### config.mk
export PLATFORM = sky130hd
export DESIGN_NAME = uart_tx_ctrl
export DESIGN_NICKNAME = d
export VERILOG_FILES = /design/src/rtl/uart_pkg.sv /design/src/rtl/uart_baud_gen.sv /design/src/rtl/uart_tx_ctrl.sv
export SDC_FILE = /design/constraint.sdc
export NUM_CORES = 1
export LEC_CHECK = 0
export CORE_MARGIN = 1.5
export CORE_UTILIZATION = 55
export DETAILED_ROUTE_END_ITERATION = 16
export GPL_TIMING_DRIVEN = 1
export PLACE_DENSITY = 0.82
export SLEW_MARGIN = 20
export SYNTH_ARGS = -nofsm -noshare
export SYNTH_HDL_FRONTEND = slang
export SYNTH_SLANG_ARGS = --single-unit
### constraint.sdc
create_clock -name clk_in -period 3 [get_ports clk_in]
set_clock_uncertainty 0.2 [all_clocks]
set_input_delay 0.6 -clock clk_in [delete_from_list [all_inputs] [get_ports clk_in]]
set_output_delay 0.6 -clock clk_in [all_outputs]
set_load 0.005 [all_outputs]
### src/rtl/uart_pkg.sv
// Shared types and constants for the UART blocks.
// Holds the TX state enum, data width and default bit timing.
package uart_pkg;

  localparam int UART_DATA_W       = 8;
  localparam int UART_CLKS_PER_BIT = 868;

  typedef enum logic [2:0] {
    UART_TX_IDLE,
    UART_TX_START,
    UART_TX_DATA,
    UART_TX_PARITY,
    UART_TX_STOP
  } uart_tx_state_e;

endpackage

### src/rtl/uart_baud_gen.sv
// Bit-period counter: counts 0..CLKS_PER_BIT-1, restarts on clear.
// Ports: clk_in, n_reset, clear (in); tick, cnt_nxt (out).
module uart_baud_gen #(
  parameter  int CLKS_PER_BIT = 868,
  localparam int CW           = $clog2(CLKS_PER_BIT)
) (
  input  logic          clk_in,
  input  logic          n_reset,
  input  logic          clear,
  output logic          tick,
  output logic [CW-1:0] cnt_nxt
);

  logic [CW-1:0] cnt_q;

  assign tick = (cnt_q == CW'(CLKS_PER_BIT - 1));

  always_comb begin
    cnt_nxt = cnt_q + CW'(1);
    if (clear || tick) cnt_nxt = '0;
  end

  always_ff @(posedge clk_in or negedge n_reset) begin
    if (!n_reset) cnt_q <= '0;
    else          cnt_q <= cnt_nxt;
  end

endmodule

### src/rtl/uart_tx_ctrl.sv
// UART TX controller driving an external 8-bit ShiftReg.
// Ports: clk_in, n_reset; tx_data/tx_valid/tx_ready handshake;
// busy, tx serial out; sr_din/sr_ld/sr_shift to ShiftReg, sr_so back.
// Build option: UART_TX_PARITY_EN adds an even-parity bit.
module uart_tx_ctrl
  import uart_pkg::*;
#(
  parameter int CLKS_PER_BIT = UART_CLKS_PER_BIT,
  parameter int STOP_BITS    = 1
) (
  input  logic                   clk_in,
  input  logic                   n_reset,
  input  logic [UART_DATA_W-1:0] tx_data,
  input  logic                   tx_valid,
  output logic                   tx_ready,
  output logic                   busy,
  output logic                   tx,
  output logic [UART_DATA_W-1:0] sr_din,
  output logic                   sr_ld,
  output logic                   sr_shift,
  input  logic                   sr_so
);

  localparam int CW = $clog2(CLKS_PER_BIT);

  uart_tx_state_e         state_q, state_d;
  logic [2:0]             bit_q, bit_d;
  logic                   tx_q, tx_d;
  logic                   ld_q, ld_d;
  logic                   sh_q, sh_d;
  logic [UART_DATA_W-1:0] din_q, din_d;
  logic                   accept, clear, tick;
  logic [CW-1:0]          cnt_nxt;
`ifdef UART_TX_PARITY_EN
  logic                   par_q, par_d;
`endif

  assign tx_ready = (state_q == UART_TX_IDLE);
  assign busy     = ~tx_ready;
  assign accept   = tx_valid & tx_ready;
  assign clear    = (state_d != state_q);

  uart_baud_gen #(
    .CLKS_PER_BIT(CLKS_PER_BIT)
  ) u_baud (
    .clk_in (clk_in),
    .n_reset(n_reset),
    .clear  (clear),
    .tick   (tick),
    .cnt_nxt(cnt_nxt)
  );

  always_comb begin
    state_d = state_q;
    bit_d   = bit_q;
    unique case (state_q)
      UART_TX_IDLE: begin
        if (tx_valid) state_d = UART_TX_START;
      end
      UART_TX_START: begin
        if (tick) state_d = UART_TX_DATA;
      end
      UART_TX_DATA: begin
        if (tick) begin
          if (bit_q == 3'd7) begin
`ifdef UART_TX_PARITY_EN
            state_d = UART_TX_PARITY;
`else
            state_d = UART_TX_STOP;
`endif
          end else begin
            bit_d = bit_q + 3'd1;
          end
        end
      end
`ifdef UART_TX_PARITY_EN
      UART_TX_PARITY: begin
        if (tick) state_d = UART_TX_STOP;
      end
`endif
      UART_TX_STOP: begin
        if (tick) begin
          if (bit_q == 3'(STOP_BITS - 1)) state_d = UART_TX_IDLE;
          else bit_d = bit_q + 3'd1;
        end
      end
      default: state_d = UART_TX_IDLE;
    endcase
    // Bit/stop counter restarts whenever a new state is entered.
    if (state_d != state_q) bit_d = '0;
  end

  always_comb begin
    din_d = accept ? tx_data : din_q;
    ld_d  = accept;
    // Shift one cycle ahead of the bit boundary so the registered
    // tx samples the next data bit exactly as the period rolls over.
    sh_d  = (state_d == UART_TX_DATA) &&
            (cnt_nxt == CW'(CLKS_PER_BIT - 2));
    tx_d  = 1'b1;
    unique case (state_d)
      UART_TX_START:  tx_d = 1'b0;
      UART_TX_DATA:   tx_d = sr_so;
`ifdef UART_TX_PARITY_EN
      UART_TX_PARITY: tx_d = par_q;
`endif
      default:        tx_d = 1'b1;
    endcase
  end

`ifdef UART_TX_PARITY_EN
  assign par_d = accept ? ^tx_data : par_q;

  always_ff @(posedge clk_in or negedge n_reset) begin
    if (!n_reset) par_q <= 1'b0;
    else          par_q <= par_d;
  end
`endif

  always_ff @(posedge clk_in or negedge n_reset) begin
    if (!n_reset) begin
      state_q <= UART_TX_IDLE;
      bit_q   <= '0;
      tx_q    <= 1'b1;
      ld_q    <= 1'b0;
      sh_q    <= 1'b0;
      din_q   <= '0;
    end else begin
      state_q <= state_d;
      bit_q   <= bit_d;
      tx_q    <= tx_d;
      ld_q    <= ld_d;
      sh_q    <= sh_d;
      din_q   <= din_d;
    end
  end

  assign tx       = tx_q;
  assign sr_ld    = ld_q;
  assign sr_shift = sh_q;
  assign sr_din   = din_q;

endmodule

After elaboration in Yosys (flattened, before gate mapping) --
Cells that the tools add are included.
Storage, ports and cells: memory bits (writable) 0, ROM bits 0, logic and storage cells 45, bits in registers 27, memories 0, output and inout port bits 13, input bits 12, bits in latches 0
Cells by class: order comparisons 0, muxes and demuxes 15, eq/ne operators 13, add/subtract/negate cells 2, reductions and logical operators 6, multipliers 0, shift operators 0, div/mod/pow operators 0, bitwise gates (word level) 2
Operator list (number):
- 3-bit 2-to-1 mux | 11
- 10-bit equality test (second input constant) | 2
- 3-bit case mux with 4 select lines | 1
- 10-bit by 1-bit adder with 10-bit output (second input constant) | 1
- 10-bit 2-to-1 mux | 1
- 3-bit by 1-bit equality test with 1-bit output (second input constant) | 2
- 3-bit by 2-bit equality test with 1-bit output (second input constant) | 2
- 3-bit equality test (second input constant) | 2
- 3-bit zero test | 2
- 3-bit by 1-bit inequality test with 1-bit output (second input constant) | 2
- 3-bit by 2-bit inequality test with 1-bit output (second input constant) | 2
- 3-bit case mux with 2 select lines | 1
- 5-bit AND reduction | 1
- 3-bit by 1-bit adder with 3-bit output (second input constant) | 1
- 3-bit inequality test | 1
- 3-bit nonzero test | 1
- 1-bit case mux with 2 select lines | 1
- 1-bit bitwise AND | 1
- 1-bit logical AND | 1
- 1-bit logical OR | 1
- 1-bit inverter | 1

Depth between registers and ports, before layout --
word-level depth 9, gate-level depth with buffers 7, mapped depth without buffers 7

By module --
Synthesis repeated with hierarchy kept, for this count alone.
Unflattened totals: cells, all modules 128, area, all modules 1422.6 µm²
Modules (own cells, without submodules):
- uart_tx_ctrl | cells an instance 76, area each 908.4 µm², instances 1, sequential area each 426.7 µm²
- uart_baud_gen | cells an instance 52, area each 514.2 µm², instances 1, sequential area each 250.2 µm²

Least setup slack after synthesis --
Ideal clock, no wire load.
path kind reg2reg, start point register u_baud.cnt_q[0], end point register sh_q (netlist: sr_shift), data required time 2732 ps, buffers on the path 0, period minus slack after synthesis 1988 ps, library setup time 68 ps, cell stages (with the launch flop) 7, path slack 1012 ps, arrival 1720 ps, path through dfrtp_1 ha_1 and4bb_4 nand3_4 o2111a_1 a41o_1 and4b_1
On the way: longest elaborated chain between the ends 8, elaborated cells between the ends (all ways) 12, those cells by class 1 x add/sub; 4 x eq/ne; 5 x mux; 2 x reduce/logical
RTL lines:
- start: declaration | RTL line uart_baud_gen.sv:14 | logic [CW-1:0] cnt_q;
- start signal: assignment | RTL line uart_baud_gen.sv:25 | else cnt_q <= cnt_nxt;
- 10-bit equality test (*) | RTL line uart_baud_gen.sv:16 | assign tick = (cnt_q == CW'(CLKS_PER_BIT - 1));
- 3-bit 2-to-1 mux (on tied branches) | RTL line uart_tx_ctrl.sv:82, uart_tx_ctrl.sv:61, uart_tx_ctrl.sv:64
- 3-bit case mux with 4 select lines (*) | RTL line uart_tx_ctrl.sv:56 | unique case (state_q)
- via state_d[2] | RTL line uart_tx_ctrl.sv:26 | uart_tx_state_e state_q, state_d;
- 3-bit inequality test | RTL line uart_tx_ctrl.sv:41 | assign clear = (state_d != state_q);
- 1-bit logical OR | RTL line uart_baud_gen.sv:20 | if (clear || tick) cnt_nxt = '0;
- 10-bit 2-to-1 mux | RTL line uart_baud_gen.sv:20
- 10-bit equality test | RTL line uart_tx_ctrl.sv:99 | (cnt_nxt == CW'(CLKS_PER_BIT - 2));
- 1-bit logical AND (*) | RTL line uart_tx_ctrl.sv:98 | sh_d = (state_d == UART_TX_DATA) &&
- via sh_d | RTL line uart_tx_ctrl.sv:30 | logic sh_q, sh_d;
- end signal: assignment | RTL line uart_tx_ctrl.sv:126 | sh_q <= 1'b0;
- end signal: assignment | RTL line uart_tx_ctrl.sv:133 | sh_q <= sh_d;
- end: declaration | RTL line uart_tx_ctrl.sv:30
Mark *: on every way through the listed nets, which the timed path passes. The rest lies on a longest branch. A chain may end at the register's enable or synchronous reset.

Worst setup path in the final report --
start point register state_q[0], end point output port tx_ready
On the way: longest elaborated chain between the ends 1
RTL lines:
- start: declaration | RTL line uart_tx_ctrl.sv:26
- start signal: assignment | RTL line uart_tx_ctrl.sv:129 | state_q <= state_d;
- 3-bit zero test | RTL line uart_tx_ctrl.sv:38 | assign tx_ready = (state_q == UART_TX_IDLE);
- end: declaration | RTL line uart_tx_ctrl.sv:15 | output logic tx_ready,
Every way passes these cells.

==> impl_metrics.csv <==
group,metric,value,unit
clocking,cts_buffer_depth,2,
clocking,cts_tree,"yes",
power_and_ir_drop,p_per_area,534,nW/um^2
floorplan,die_w,52.5,um
critical_path,r2r-start,"u_baud.cnt_q[0]",
placed_design,io_buffer_count,24,
layout,nNetsFinal,165,
clocking,insertion_delay,310,ps
synth,synthCells,124,
floorplan,num_rows,17,
grt,grt_first_pass_wirelength,4.36,mm
layout,drive_gt1_share,12.2,%
critical_path,cp-end-kind,"primary output",
critical_path,critPathMaxFanout,8,
detailed_routing,avgViaCountPerCell,5.91,
timing,setup_viol,0,
detailed_routing,drc,0,
synth,synthesis.nets,140,
critical_path,crit_slowest_cell,"clkdlybuf4s50_1",
timing,rsz0062_at_grt,"no",
timing,slew_violations,0,
worst_hold_path,hold_class,"reg -> reg",
critical_path,cp_num_buf_inv,1,
clocking,root_buffer,"clkbuf_4",
synth,synth_area,1350,um^2
power_and_ir_drop,p_total,0.000869,W
clocking,clk_pin_slew,140,ps
synth,synth_cell_type_count,39,
synth,ys_seq_area_share,50.1,%
critical_path,cp_data_arrival_time,1690,ps
clocking,postCtsSetupRepairBufs,0,
critical_path,cp-startpoint,"state_q[0]",
detailed_routing,ant_nets,0,
grt,grt_max_degree,17,
layout,postLayoutCellArea,1630,um^2
power_and_ir_drop,switching_power,0.000291,W
grt,grt_pass1_vias,1022,
critical_path,critical_path.top_delay_family,"buffers and inverters",
timing,worst_pin_slew,579,ps
critical_path,r2r_slack,720,ps
outcome,status,"complete, no violations",
synth,avgSynthCellArea,10.9,um^2
power_and_ir_drop,worst_ir_drop_vdd,0.422,mV
detailed_routing,firstDrtPassIters,4,
power_and_ir_drop,power_leakage,0.714,nW
critical_path,cp-start-kind,"flop",
layout,num_antenna_cells,0,
placed_design,dpl.cell_count,172,
power_and_ir_drop,combPwrFrac,25.5,%
placed_design,hpwl,1.97,mm
power_and_ir_drop,p_sw_share,33.5,%
detailed_routing,drt-initial-drc-count,23,
timing,fin_crit,2490,ps
layout,syn2layout_area_growth,20.6,%
clocking,h-tree-depth,1,
timing,slew_headroom,61.3,%
run,cap_violations,0,
clocking,cts_made_buffers,3,
floorplan,die_area,2760,um^2
detailed_routing,num_vias,1041,
critical_path,crit_required,2200,ps
power_and_ir_drop,seqPwrFrac,56.9,%
power_and_ir_drop,internal-power,0.000578,W
timing,finalSetupTns,0,ps
grt,grt_overflow,0,
power_and_ir_drop,p_clk_share,17.6,%
detailed_routing,wl,2.68,mm
critical_path,worst_path_largest_cell_delay,550,ps
layout,layout.cells.non_filler,176,
layout,fillers,171,
clocking,cts_hold_buf,0,
timing,hold_viol_final,0,
detailed_routing,wl_per_cell,15.3,um
grt,antenna_found_initial,0,
clocking,cts.sinks,27,
timing,fin_crit_sh,83.2,%
synth,ys_ff_latch,27,
critical_path,cp.depth,2,
critical_path,cp-endpoint,"tx_ready",
placed_design,placed_area,1600,um^2
clocking,cts-resized-gates,0,
floorplan,io_pins,25,
grt,track_usage,21.5,%
critical_path,path_class,"reg -> out",
timing,fmax,401,MHz
critical_path,r2r-end,"bit_q[0]",
critical_path,r2r_cells,6,
floorplan,die_y,52.5,um
synth,yosysWarnings,0,
placed_design,place.gp.congestion,0.897,
floorplan,core_area,2250,um^2
floorplan,initial_core_util,59.9,%
critical_path,path_cells,"nor3_1, clkdlybuf4s50_1",
[cell type report]
cell class	instances	area (um^2)	area share, %
clock buffers	4	26.3	1.61
inverters	8	30.0	1.84
multi-input cells	84	612	37.6
flip-flops and latches	27	677	41.6
well taps	28	35.0	2.15
repair buffers	25	248	15.2
[sequential cells by signal, summed over array words and instances (netlist names)]
| signal | count |
|---|---|
| bit_q | 3 |
| sr_din | 8 |
| sr_ld | 1 |
| sr_shift | 1 |
| state_q | 3 |
| tx | 1 |
| u_baud.cnt_q | 10 |
[layer usage]
layer	global-route usage (%)	vias to the layer above	wire, um
li1	-	485	-
met1	29.0	493	1180
met2	34.8	57	1250
met3	5.71	6	218
met4	4.70	0	40
met5	0	-	0
[through the flow]
step	utilization [%]	setup slack [ps]	hold WS, ps
2_1_floorplan	-	1010	104
3_3_place_gp	71.0	758	289
3_5_place_dp	71.0	668	296
4_1_cts	72.2	510	328
5_1_grt	72.2	409	353
6_report	72.2	505	323
[worst min-delay path by stage]
| stage | startpoint | endpoint | slack, ps | depth (start not counted) |
|---|---|---|---|---|
| 2_1_floorplan | n_reset | bit_q[0] | 100 | 0 |
| 3_3_place_gp | sr_din[7] | sr_din[7] | 290 | 1 |
| 3_5_place_dp | sr_din[7] | sr_din[7] | 300 | 1 |
| 4_1_cts | sr_din[7] | sr_din[7] | 330 | 1 |
| 5_1_grt | sr_din[4] | sr_din[4] | 350 | 1 |
| 6_report | sr_din[7] | sr_din[7] | 320 | 1 |
[Yosys cell counts]
library cell,count,area share [%]
dfrtp_1,26,48
nor2_1,19,5.3
inv_1,8,2.2
mux2_2,8,6.7
nand3_1,6,2.2
nand2_1,5,1.4
xnor2_1,5,3.2
buf_2,4,1.5
ha_1,4,3.7
and3_1,3,1.4
nor3_1,3,1.1
xor2_1,3,1.9
a41oi_1,2,1.3
mux2i_1,2,1.5
nor4_1,2,0.93
a2111oi_0,1,0.65
a2111oi_2,1,1.1
a21oi_1,1,0.37
a22oi_1,1,0.56
a31oi_1,1,0.46
a32oi_1,1,0.65
a41o_1,1,0.74
and2_1,1,0.46
and4_1,1,0.65
and4b_1,1,0.74
and4bb_4,1,1.2
buf_6,1,0.83
dfstp_2,1,1.9
maj3_1,1,0.74
nand2b_1,1,0.46
nand3_4,1,1.3
nand4_1,1,0.46
nor2_2,1,0.46
nor3_2,1,0.74
nor3b_1,1,0.56
o2111a_1,1,0.83
o211ai_1,1,0.56
o21ai_0,1,0.37
o31ai_1,1,0.56
[cells in the final DEF (no fill, tap or decap), types with 2 or more instances in the layout]
master           Yosys  layout
dfrtp_1             26      26
clkdlybuf4s50_1      0      24
nor2_1              19      19
inv_1                8       8
mux2_2               8       8
nand3_1              6       6
nand2_1              5       5
xnor2_1              5       5
ha_1                 4       4
nor3_1               3       3
and3_1               3       3
xor2_1               3       3
clkbuf_4             0       3
a41oi_1              2       2
nor4_1               2       2
mux2i_1              2       2
[kinds of logic (layout without fill, tap and decap cells)]
| group | count (synthesis) | count (layout) | share of synthesized area, % |
|---|---|---|---|
| AO/OA/AOI/OAI | 13 | 13 | 8.16 |
| XOR/XNOR | 8 | 8 | 5.19 |
| adder cells (fa/ha/maj) | 5 | 5 | 4.45 |
| buffers and inverters | 13 | 37 | 4.54 |
| flip-flops | 27 | 27 | 50.1 |
| multiplexers | 10 | 10 | 8.16 |
| AND/OR/NAND/NOR | 48 | 48 | 19.4 |
[worst register-to-register path, cell delays in order (launching register included)]
cell      delay, ps
dfrtp_1         490
ha_1            330
and4bb_4        310
and3_1          290
a41oi_1         140
o211ai_1        320
nor2_1          100
[power by group through the flow]
stage	sequential [W]	combinational [W]	clock, W
2_1_floorplan	0.000475	0.000166	0
3_3_place_gp	0.000495	0.000209	0
3_5_place_dp	0.000500	0.000217	0
4_1_cts	0.000493	0.000219	0.000156
5_1_grt	0.000503	0.000243	0.000170
6_report	0.000495	0.000222	0.000153
Note: power is estimated with default switching activity, not from simulation.
